## src/rtl/echo_indication_input.sv

```systemverilog
// Two-entry tagged word FIFO feeding the heard indication.
// Words whose tag is not TAG_HEARD are dropped and counted.
module echo_indication_input #(
  parameter int TAG_HEARD  = 1,
  parameter int TAG_WIDTH  = 16,
  parameter int DATA_WIDTH = 32
) (
  input  logic                              CLK,
  input  logic                              RST,
  input  logic                              pipe_enq__ENA,
  input  logic [TAG_WIDTH+2*DATA_WIDTH-1:0] pipe_enq_v,
  output logic                              pipe_enq__RDY,
  output logic                              indication_heard__ENA,
  output logic [DATA_WIDTH-1:0]             indication_heard_meth,
  output logic [DATA_WIDTH-1:0]             indication_heard_v,
  input  logic                              indication_heard__RDY,
  output logic [15:0]                       drop_count
);

  localparam int W = TAG_WIDTH + 2 * DATA_WIDTH;

  logic [W-1:0]  mem_q [2];
  logic [1:0]    valid_q;
  logic [1:0]    valid_d;
  logic          wp_q;
  logic          rp_q;
  logic [15:0]   drop_q;
  logic [15:0]   drop_d;

  logic [W-1:0]  head;
  logic          head_vld;
  logic          head_hit;
  logic          enq;
  logic          heard;
  logic          discard;
  logic          deq;

  assign head     = mem_q[rp_q];
  assign head_vld = valid_q[rp_q];
  assign head_hit = head[W-1 -: TAG_WIDTH] == TAG_WIDTH'(TAG_HEARD);

  assign pipe_enq__RDY = ~&valid_q;
  assign enq           = pipe_enq__ENA & pipe_enq__RDY;
  assign heard         = head_vld & head_hit & indication_heard__RDY;
  assign discard       = head_vld & ~head_hit;
  assign deq           = heard | discard;

  assign indication_heard__ENA = heard;
  assign drop_count            = drop_q;

  // Stored entries are not cleared on dequeue, so gate by valid.
  assign indication_heard_meth =
    head_vld ? head[2*DATA_WIDTH-1 -: DATA_WIDTH] : '0;
  assign indication_heard_v =
    head_vld ? head[DATA_WIDTH-1:0] : '0;

  always_comb begin
    valid_d = valid_q;
    if (deq) valid_d[rp_q] = 1'b0;
    if (enq) valid_d[wp_q] = 1'b1;
  end

  always_comb begin
    drop_d = drop_q;
    if (discard && drop_q != 16'hFFFF)
      drop_d = drop_q + 16'd1;
  end

  always_ff @(posedge CLK or posedge RST) begin
    if (RST) begin
      mem_q[0] <= '0;
      mem_q[1] <= '0;
      valid_q  <= 2'b00;
      wp_q     <= 1'b0;
      rp_q     <= 1'b0;
      drop_q   <= 16'd0;
    end else begin
      valid_q <= valid_d;
      drop_q  <= drop_d;
      if (enq) begin
        mem_q[wp_q] <= pipe_enq_v;
        wp_q        <= ~wp_q;
      end
      if (deq) rp_q <= ~rp_q;
    end
  end

endmodule

```

## config.mk

```make
export PLATFORM = sky130hd
export DESIGN_NAME = echo_indication_input
export DESIGN_NICKNAME = d
export VERILOG_FILES = /design/src/rtl/echo_indication_input.sv
export SDC_FILE = /design/constraint.sdc
export NUM_CORES = 1
export LEC_CHECK = 0
export BUFFER_PORTS_ARGS = -buffer_cell sky130_fd_sc_hd__buf_2
export CAP_MARGIN = 40
export CORE_UTILIZATION = 55
export DETAILED_ROUTE_END_ITERATION = 10
export GPL_TIMING_DRIVEN = 1
export HOLD_SLACK_MARGIN = 0.02
export PLACE_DENSITY = 0.83
export SLEW_MARGIN = 5
export SYNTH_ARGS = -nofsm -noshare
export SYNTH_HDL_FRONTEND = slang
export SYNTH_SLANG_ARGS = --single-unit
```

## constraint.sdc

```tcl
create_clock -name CLK -period 9.7 [get_ports CLK]
set_input_delay 2.91 -clock CLK [delete_from_list [all_inputs] [get_ports CLK]]
set_output_delay 2.91 -clock CLK [all_outputs]
set_load 0.02 [all_outputs]
```

* After elaboration in Yosys (flattened, before gate mapping)
Cells that the tools add are included. W data, S select, Z words.
Storage, ports and cells: flip-flop bits (word level) 180, output and inout port bits 82, input port bits 84, word-level logic and storage cells 51
Operators by class: mux-type cells 16, equality and inequality tests 2, magnitude comparators 7, bitwise gates (word level) 13, add/subtract/negate cells 1, reductions and logical operators 6
Operators by type and width (count):
- $mux W80 | 4
- $bwmux W160 | 1
- $demux W80 S1 | 1
- $mux W32 | 2
- $add A16 B1 Y16 const B | 1
- $eq A16 B1 Y1 const B | 1
- $ne A16 B16 Y1 const B | 1
- $and A1 B1 Y1 | 4
- $ge A2 B2 Y1 const B | 2
- $logic_and A1 B1 Y1 | 4
- $lt A1 B2 Y1 const B | 2
- $mux W1 | 4
- $mux W2 | 2
- $not A1 Y2 | 2
- $not A1 Y1 | 3
- $and A2 B2 Y2 | 1
- $demux W1 S1 | 2
- $ge A1 B1 Y1 const B | 2
- $lt A2 B1 Y1 const B | 1
- $not A2 Y2 | 1
- $or A2 B2 Y2 | 1
- $reduce_and A2 Y1 | 1
- $logic_not A1 Y1 | 1
- $or A1 B1 Y1 | 1

* Logic depth before layout (Yosys ltp)
Gate-level depths: netlist (run 1).
depth in word-level cells 11, depth in mapped cells 8, mapped depth without buffers 6

* Worst setup path before layout (run 1)
No wires, ideal clock.
path type input port to output port, start input indication_heard__RDY, end output indication_heard__ENA, slack 3.561 ns, stages on the path 1, buffers on the path 0, arrival time 3.229 ns, required time 6.790 ns, path through nor3b_2
Between the ends: longest elaborated chain between the ends 1
Ends and longest elaborated chain:
- from (decl) | RTL line 16 | input logic indication_heard__RDY,
- $and A1 B1 Y1 | RTL line 44 | assign heard = head_vld & head_hit & indication_heard__RDY;
- to (decl) | RTL line 13 | output logic indication_heard__ENA,
Every way passes these cells.

* Final worst setup path (run 1)
Same ends and word-level chain as after synthesis.

==> flow_metrics.py, run 1 <==
metrics = {
    "status": {
        "status": "finished, final reports clean",
    },
    "power_and_ir_drop": {
        "clockPowerShare_pct": 19.4,
        "p_per_area_nw_per_um2": 368,
        "p_comb_share_pct": 42.1,
        "p_leak_nw": 4.53,
        "p_sw_share_pct": 36.8,
        "seqPwrFrac_pct": 38.5,
        "power_w": 0.00352,
        "internal_power_w": 0.00222,
        "peakVddDrop_v": 0.000175,
        "p_switching_w": 0.00130,
    },
    "floorplanning": {
        "core_um2": 14000,
        "rows": 43,
        "io_pins": 166,
        "initial_core_util_pct": 56.7,
        "die_y_um": 122,
        "dieArea_um2": 14900,
        "die_x_um": 122,
    },
    "synth": {
        "syn-num-nets": 671,
        "ys_ff_latch": 180,
        "synth_warnings": 0,
        "synth_cell_type_count": 33,
        "syn_area_um2": 7940,
        "synth_cells": 586,
        "synth.avg_cell_area_um2": 13.5,
        "synth_ff_type": "dfrtp_1",
        "seq_area_frac_synth_pct": 56.7,
        "synth_edf_count": 0,
        "async_flop_share_pct": 100,
    },
    "layout": {
        "n_antenna_cell": 0,
        "area_delta_synth_final_pct": 20.5,
        "final_nets": 830,
        "drive_gt1_share_pct": 49.7,
        "fillers": 1006,
    },
    "drt": {
        "drc": 0,
        "firstDrtPassIters": 4,
        "post_drt_wl_per_cell_um": 17.2,
        "vias_per_cell": 5.52,
        "ant_nets": 0,
        "vias": 5179,
        "drt-initial-drc-count": 264,
        "wirelength_um": 16200,
    },
    "timing": {
        "hold_viol": 0,
        "period_minus_slack_ns": 6.29,
        "tns_ns": 0,
        "drv_slew": 0,
        "layout_setup_ws_ns": 3.41,
        "relSlewSlack_pct": 45.0,
        "rsz0062_at_grt": "false",
        "setup_viol": 0,
        "fmax_mhz": 159,
        "skew_ns": 0.00961,
        "period_share_pct": 64.8,
        "tightestPinTransition_ns": 0.825,
    },
    "clocking": {
        "cts_tree": "built",
        "cts_sinks": 180,
        "cts_root_buf": "clkbuf_16",
        "post-cts-setup-buffer-count": 0,
        "cts_htree_levels": 4,
        "clockBufferDepth": 2,
        "cts.clk_slew.worst_paths_ns": 0.06,
        "clock_latency_ns": 0.43,
        "cts_inserted_buffers": 17,
        "cts_resized": 0,
        "postCtsHoldBufs": 0,
    },
    "min_path": {
        "min_from": "mem_q[157]$_DFFE_PP0P_",
        "whs_path_depth": 1,
        "worstHoldPathType": "register to register",
    },
    "worst_setup_path": {
        "reg2reg_depth": 6,
        "critPathLaunchType": "input pin",
        "critPathCaptureType": "primary output",
        "r2r_setup_slack_ns": 7.08,
        "worst_ep_arrival_time_ns": 3.38,
        "cp.required_ns": 6.79,
        "crit_start": "indication_heard__RDY",
        "r2r_start": "valid_q[0]$_DFF_PP0_",
        "worst-path-max-fanout": 5,
        "path_class": "input pin to primary output",
    },
    "placement": {
        "dp_hpwl_um": 10900,
        "pre_cts_slack_ns": 3.41,
        "gp_congestion": 0.821,
        "port-buffer-count": 165,
    },
    "grt": {
        "grt_use_total_pct": 23.2,
        "grt_pass1_wl_um": 26300,
        "grt_pass1_vias": 5364,
        "antenna_found_initial": 0,
        "overflow": 0,
        "grt_start_max_net_pins": 96,
    },
    "flow_run": {
        "cap_violations": 0,
    },
}
## Yosys cell counts, drive strengths merged, types with 2 or more instances
library cell,n,area share [%]
mux2,161,23
o21ai,2,0.13
nand3,15,0.95
nor2,73,3.5
clkbuf,4,0.19
nand4,8,0.63
nor4,6,0.66
mux2i,66,8.3
nor3,2,0.13
nand2,7,0.33
xnor2,15,1.7
buf,29,2.0
nor4b,2,0.30
and3,4,0.32
dfrtp,180,57
## cell families after synthesis
family,Yosys count,share of synthesized area (%)
adder cells (fa/ha/maj),1,0.158
flip-flops,180,56.7
buffers and inverters,34,2.22
XOR/XNOR,16,1.77
AND/OR/NAND/NOR,121,7.25
multiplexers,227,31.2
AO/OA/AOI/OAI,7,0.646
## routing by layer
layer  global-route usage [%]  wire, um
met5                        0         0
met4                     10.6       366
met3                     5.99       749
met2                     38.7      8430
met1                     28.4      6620
## cell type report
| type | instances | area [um^2] | area share [%] |
|---|---|---|---|
| timing repair buffer | 173 | 946 | 9.89 |
| multi-input combinational | 372 | 3290 | 34.4 |
| clock inverter | 14 | 150 | 1.57 |
| sequential | 180 | 4510 | 47.1 |
| clock buffer | 18 | 439 | 4.59 |
| tap | 180 | 225 | 2.35 |
| inverter | 1 | 8.76 | 0.0916 |
## power groups by stage
stage / Combinational [W] / Sequential, W / Clock, W
final: 0.00148 / 0.00135 / 0.000682
after global routing: 0.00160 / 0.00140 / 0.000728
after CTS: 0.00150 / 0.00135 / 0.000695
after detailed placement: 0.00149 / 0.00137 / 0
after global placement: 0.00142 / 0.00133 / 0
after floorplan: 0.00113 / 0.00128 / 0
## registers in the layout, summed over array words and instances, names as in the netlist
signal,count
drop_count,16
mem_q,160
rp_q,1
valid_q,2
wp_q,1
## cells in the final DEF (no fill, tap or decap), types with 2 or more instances in the layout
cell and instances:
mux2i_1 65, clkinv_2 3, nand2_1 7, nor3_1 2, bufinv_16 2, nor4_1 5
buf_2 165, mux2_2 160, inv_6 6, nand3_1 14, nor2_1 71, nand4_1 8
clkinvlp_4 3, clkbuf_16 17, buf_4 5, xnor2_1 15, and3_1 4, buf_16 3
dfrtp_1 179
## metrics by stage
step / utilization, % / area [um^2] / std cells / hold WS, ns
floorplan: - / 7940 / 586 / 0.468
global placement: 63.6 / 8890 / 903 / 0.480
detailed placement: 64.2 / 8980 / 906 / 0.491
CTS: 68.4 / 9570 / 938 / 0.506
global route: 68.4 / 9570 / 938 / 0.514
finish: 68.4 / 9570 / 938 / 0.503
## final timing paths
kind / endpoint
setup / recovery: indication_heard__ENA
hold reg to reg: mem_q[157]$_DFFE_PP0P_
hold / removal: mem_q[157]$_DFFE_PP0P_
setup reg to reg: mem_q[93]$_DFFE_PP0P_
max in group asynchronous: rp_q$_DFFE_PP0N_
min in group asynchronous: mem_q[96]$_DFFE_PP0P_
## worst max-delay path, cell delays in order
cell	delay, ns
buf_2	0.12
nor3b_2	0.16
buf_2	0.19
No activity file was read; power rests on OpenSTA's default activity.
==> run 2, diff against run 1 <==
clock period = 6.46 ns   (was 9.7 ns; I/O delays follow)
==> run 2 against run 1 <==
Compared with the run above:
- first-iteration DRC count grew 3.8%
- core utilization grew 0.32 points
- largest cell class unchanged
- via count grew 0.85%
- largest power group unchanged
==> flow_metrics.py, run 2 (synthesized netlist as in run 1, its figures left out) <==
metrics = {
    "status": {
        "status": "finished, final reports clean",
    },
    "grt": {
        "grt_use_total_pct": 23.2,
        "grt_busiest_layer": "met2",
        "use_met2_pct": 38.2,
        "antenna_found_initial": 2,
        "grt_start_max_net_pins": 118,
        "grt_pass1_wl_um": 26600,
        "grt_util_met1_pct": 29.2,
        "grt_use_met3_pct": 5.95,
        "overflow": 0,
        "grt_pass1_vias": 5367,
    },
    "placement": {
        "port-buffer-count": 165,
        "gp_congestion": 0.862,
        "dp_hpwl_um": 10900,
        "pre_cts_slack_ns": 1.98,
    },
    "worst_setup_path": {
        "reg2reg_depth": 5,
        "r2r_start": "rp_q$_DFFE_PP0N_",
        "worst_ep_arrival_time_ns": 2.96,
        "crit_start": "rp_q$_DFFE_PP0N_",
        "worst-path-max-fanout": 37,
        "r2r_end": "drop_count[1]$_DFFE_PP0P_",
        "critPathCaptureType": "primary output",
        "critPathLaunchType": "register",
        "cp.required_ns": 4.52,
        "r2r_setup_slack_ns": 3.68,
        "path_class": "register to primary output",
    },
    "floorplanning": {
        "die_y_um": 122,
        "core_um2": 14000,
        "dieArea_um2": 14900,
        "initial_core_util_pct": 56.7,
        "die_x_um": 122,
        "io_pins": 166,
        "rows": 43,
    },
    "timing": {
        "tns_ns": 0,
        "period_minus_slack_ns": 4.90,
        "relSlewSlack_pct": 47.2,
        "fmax_mhz": 204,
        "hold_slack_ns": 0.499,
        "setup_viol": 0,
        "skew_ns": 0.0110,
        "hold_viol": 0,
        "period_share_pct": 75.9,
        "layout_setup_ws_ns": 1.56,
        "tightestPinTransition_ns": 0.792,
        "drv_slew": 0,
        "rsz0062_at_grt": "false",
    },
    "drt": {
        "vias": 5223,
        "drc": 0,
        "firstDrtPassIters": 4,
        "drt-initial-drc-count": 274,
        "ant_nets": 0,
        "wirelength_um": 16300,
        "post_drt_wl_per_cell_um": 17.4,
        "vias_per_cell": 5.56,
    },
    "layout": {
        "final_nets": 830,
        "multi_input_area_um2": 3290,
        "final-seq-area_um2": 4510,
        "mostFrequentLayoutCells": "dfrtp_1 (179), buf_2 (165), mux2_2 (160)",
        "area_delta_synth_final_pct": 21.1,
        "regMostFlops": "mem_q",
        "fillers": 986,
        "drive_gt1_share_pct": 49.6,
        "largest_reg_flops": 160,
        "final_common_cell": "dfrtp_1",
    },
    "clocking": {
        "cts_tree": "built",
        "post-cts-setup-buffer-count": 0,
        "cts_resized": 0,
        "clockBufferDepth": 2,
        "clock_latency_ns": 0.42,
        "cts_htree_levels": 4,
        "cts_inserted_buffers": 17,
        "cts_root_buf": "clkbuf_16",
        "cts.clk_slew.worst_paths_ns": 0.07,
        "postCtsHoldBufs": 0,
        "cts_sinks": 180,
    },
    "power_and_ir_drop": {
        "peakVddDrop_v": 0.000344,
        "p_per_area_nw_per_um2": 556,
        "p_leak_nw": 4.54,
    },
    "min_path": {
        "worstHoldPathType": "register to register",
        "hold-path-endpoint": "drop_count[15]$_DFFE_PP0P_",
        "min_from": "drop_count[15]$_DFFE_PP0P_",
        "whs_path_depth": 1,
    },
    "flow_run": {
        "cap_violations": 0,
    },
}
==> run 2: worst max-delay path: stages (launching register included) <==
cell	delay [ns]
dfrtp_4	0.81
buf_4	0.62
nand2_1	0.12
o22a_1	0.50
nor3b_2	0.27
buf_2	0.18
==> run 2: worst max path at each step <==
stage | endpoint | slack [ns] | cells after the start
2_1_floorplan | drop_count[0]$_DFFE_PP0P_ | 2.21 | 1
3_3_place_gp | indication_heard__ENA | 1.96 | 4
3_5_place_dp | indication_heard__ENA | 1.98 | 5
4_1_cts | indication_heard__ENA | 1.52 | 5
5_1_grt | indication_heard__ENA | 1.40 | 5
6_report | indication_heard__ENA | 1.56 | 5
==> run 2: power by group <==
group          internal (W)  switching, W  total (W)  leakage, nW
Clock              0.000669      0.000427    0.00110        0.302
Combinational       0.00107       0.00114    0.00221         2.10
Sequential          0.00168      0.000362    0.00204         2.14
==> run 2: metrics by stage <==
step | total power (W) | cell area (um^2) | util [%] | instances
floorplan | 0.00362 | 7940 | - | 586
global placement | 0.00414 | 8930 | 63.8 | 904
detailed placement | 0.00429 | 8970 | 64.2 | 906
CTS | 0.00540 | 9610 | 68.7 | 938
global route | 0.00566 | 9610 | 68.7 | 939
finish | 0.00535 | 9610 | 68.7 | 939
==> run 2: cell type report <==
cell class	instances	area share (%)
repair buffers	173	9.82
well taps	180	2.34
clock inverters	12	1.86
clock buffers	20	4.75
inverters	1	0.0781
multi-input cells	372	34.2
diodes	1	0.0260
flip-flops and latches	180	46.9
==> run 2: metal layers <==
metal | vias up | share of wire, %
li1 | 2393 | -
met4 | 0 | 2.3
met3 | 31 | 5.7
met2 | 137 | 51
met5 | - | 0
met1 | 2662 | 41
==> run 3, diff against run 2 <==
ABC_AREA = 1   (was default)
CORE_UTILIZATION = 50   (was 55)
PLACE_DENSITY = 0.79   (was 0.83)
clock period = 4.2 ns   (was 6.46 ns; I/O delays follow)
==> run 3 against run 2 <==
Compared with the run above:
- critical path depth rose by 2
- hold slack got worse by 0.014 ns
- flip-flop and latch count did not move
- sequential power rose by 46%
- wire length rose by 18%
==> flow_metrics.py, run 3 <==
metrics = {
    "grt": {
        "grt_pass1_wl_um": 32200,
        "grt_pass1_vias": 6697,
        "grt_use_total_pct": 22.9,
        "overflow": 0,
        "grt_start_max_net_pins": 98,
        "antenna_found_initial": 0,
    },
    "worst_setup_path": {
        "path_class": "register to primary output",
        "cp.required_ns": 2.94,
        "critPathLaunchType": "register",
        "critPathMaxStageDelay_ns": 0.55,
        "critPathCaptureType": "primary output",
        "worst-path-max-fanout": 32,
        "crit_buf_inv": 4,
        "cpLargestDelayFamily": "buffers and inverters",
        "crit_slowest_cell": "dfrtp_2",
        "worstPathCellList": "inv_2 -> buf_4 -> nand2_1 -> nand2_1 -> nand2_1 -> inv_1 -> buf_2",
        "worst_ep_arrival_time_ns": 2.23,
        "cp_common_cell": "nand2_1",
    },
    "clocking": {
        "cts.clk_slew.worst_paths_ns": 0.07,
        "cts_tree": "built",
        "post-cts-setup-buffer-count": 0,
        "cts_htree_levels": 4,
        "cts_resized": 0,
        "cts_root_buf": "clkbuf_16",
        "clock_latency_ns": 0.42,
        "postCtsHoldBufs": 0,
        "cts_sinks": 180,
        "cts_inserted_buffers": 17,
        "clockBufferDepth": 2,
    },
    "power_and_ir_drop": {
        "p_leak_nw": 6.01,
        "internal_power_w": 0.00462,
        "p_sw_share_pct": 42.9,
        "p_switching_w": 0.00347,
        "clockPowerShare_pct": 20.8,
        "p_per_area_nw_per_um2": 795,
        "peakVddDrop_v": 0.000478,
        "p_comb_share_pct": 42.3,
        "seqPwrFrac_pct": 36.9,
    },
    "drt": {
        "vias_per_cell": 4.86,
        "drt-initial-drc-count": 519,
        "wirelength_um": 19300,
        "vias": 7328,
        "ant_nets": 0,
        "firstDrtPassIters": 5,
        "post_drt_wl_per_cell_um": 12.8,
        "drc": 0,
    },
    "synth": {
        "seq_area_frac_synth_pct": 52.5,
        "synth_top_area_share_pct": 52.5,
        "synth.most_common_cell": "nand2_1",
        "synth_area_leaders": "dfrtp_1 (52%), nand2_1 (21%), o21ai_0 (9.3%), inv_1 (7.0%), nand3_1 (1.7%)",
        "async_flop_share_pct": 100,
        "syn-num-nets": 1226,
        "synth_edf_count": 0,
        "synth_ff_type": "dfrtp_1",
        "synth.avg_cell_area_um2": 7.53,
        "yosys.area.top_type": "dfrtp_1",
        "synth_warnings": 0,
        "syn_area_um2": 8590,
        "ys_ff_latch": 180,
        "ys_top_cells_by_count": "nand2_1 (491), dfrtp_1 (180), o21ai_0 (160)",
        "synth_cell_type_count": 27,
        "synth_cells": 1141,
    },
    "layout": {
        "final_nets": 1362,
        "fin_area_um2": 10200,
        "area_delta_synth_final_pct": 18.4,
        "drive_gt1_share_pct": 17.5,
        "n_antenna_cell": 0,
        "final_common_cell": "nand2_1",
        "mostFrequentLayoutCells": "nand2_1 (491), dfrtp_1 (179), buf_2 (165)",
        "regMostFlops": "mem_q",
        "largest_reg_flops": 160,
    },
    "timing": {
        "period_share_pct": 83.2,
        "tightestPinTransition_ns": 0.663,
        "setup_viol": 0,
        "skew_ns": 0.00612,
        "fmax_mhz": 286,
        "hold_viol": 0,
        "drv_slew": 0,
        "relSlewSlack_pct": 55.8,
        "period_minus_slack_ns": 3.49,
        "tns_ns": 0,
        "rsz0062_at_grt": "false",
    },
    "floorplanning": {
        "die_x_um": 133,
        "core_um2": 16700,
        "initial_core_util_pct": 51.4,
        "rows": 47,
        "io_pins": 166,
        "die_y_um": 133,
        "dieArea_um2": 17700,
    },
    "status": {
        "status": "finished, final reports clean",
    },
    "placement": {
        "dp_hpwl_um": 12200,
        "placed_area_um2": 9540,
        "gp_congestion": 0.827,
        "port-buffer-count": 165,
    },
    "flow_run": {
        "cap_violations": 0,
    },
    "min_path": {
        "worstHoldPathType": "register to register",
    },
}
==> run 3: changes by cell type after synthesis, sizes merged, moves of 5 or more <==
cell    change
buf        +10
clkbuf     +17
inv       +161
mux2      -161
mux2i      -66
nand2     +487
nand3      +17
nor2       -45
nor4        -6
o21ai     +161
xnor2      -13
xor2        +5
==> run 3: power groups by stage <==
stage	logic [W]	registers, W	clock network (W)
5_1_grt	0.00388	0.00307	0.00179
2_1_floorplan	0.00259	0.00289	0
6_report	0.00342	0.00298	0.00168
4_1_cts	0.00346	0.00297	0.00171
3_3_place_gp	0.00336	0.00295	0
3_5_place_dp	0.00343	0.00298	0
==> run 3: kinds of logic after synthesis <==
kind of cell               after synthesis  synth area share (%)
xor gates and xnor gates                 8                 0.816
buffers and inverters                  222                  11.0
DFF                                    180                  52.5
AOI/OAI and AO/OA                      164                  9.56
and+or+nand+nor                        566                  26.1
adders and majority gates                1                 0.146
==> run 3: path summary, 6_finish.rpt <==
check	end	slack, ns	startpoint	depth (start not counted)
setup / recovery	indication_heard_meth[4]	0.71	rp_q$_DFFE_PP0N_	7
max in group asynchronous	mem_q[123]$_DFFE_PP0P_	2.54	RST	4
min in group asynchronous	mem_q[115]$_DFFE_PP0P_	0.80	RST	2
hold / removal	mem_q[111]$_DFFE_PP0P_	0.48	mem_q[111]$_DFFE_PP0P_	2
setup reg to reg	drop_count[7]$_DFFE_PP0P_	1.94	rp_q$_DFFE_PP0N_	8
hold reg to reg	mem_q[111]$_DFFE_PP0P_	0.48	mem_q[111]$_DFFE_PP0P_	2
==> run 3: area by class of cell <==
cell class | count | area, um^2
fill | 1530 | 6540
sequential | 180 | 4510
multi-input combinational | 739 | 3160
timing repair buffer | 177 | 991
inverter | 162 | 612
clock buffer | 17 | 425
tap | 220 | 275
clock inverter | 14 | 200
==> run 3: through the flow <==
step	setup slack (ns)	instances	util, %	power (W)	hold WS, ns
6_report	0.706	1509	60.9	0.00808	0.485
4_1_cts	0.678	1509	60.9	0.00815	0.489
5_1_grt	0.519	1509	60.9	0.00875	0.500
2_1_floorplan	0.631	1141	-	0.00548	0.453
3_5_place_dp	1.15	1478	57.1	0.00642	0.473
3_3_place_gp	1.14	1477	57.0	0.00632	0.465
==> run 3: tightest hold or removal path: stages (launching register included) <==
cell and delay [ns]:
dfrtp_1 0.34, nand2_1 0.05, o21ai_0 0.06
==> run 3: routing by layer <==
metal	vias to the layer above	routed length, um	track usage, %
met4	0	237	7.85
met1	3372	8850	31.4
met3	19	897	3.83
met2	216	9320	36.9
met5	-	0	0
li1	3721	-	-
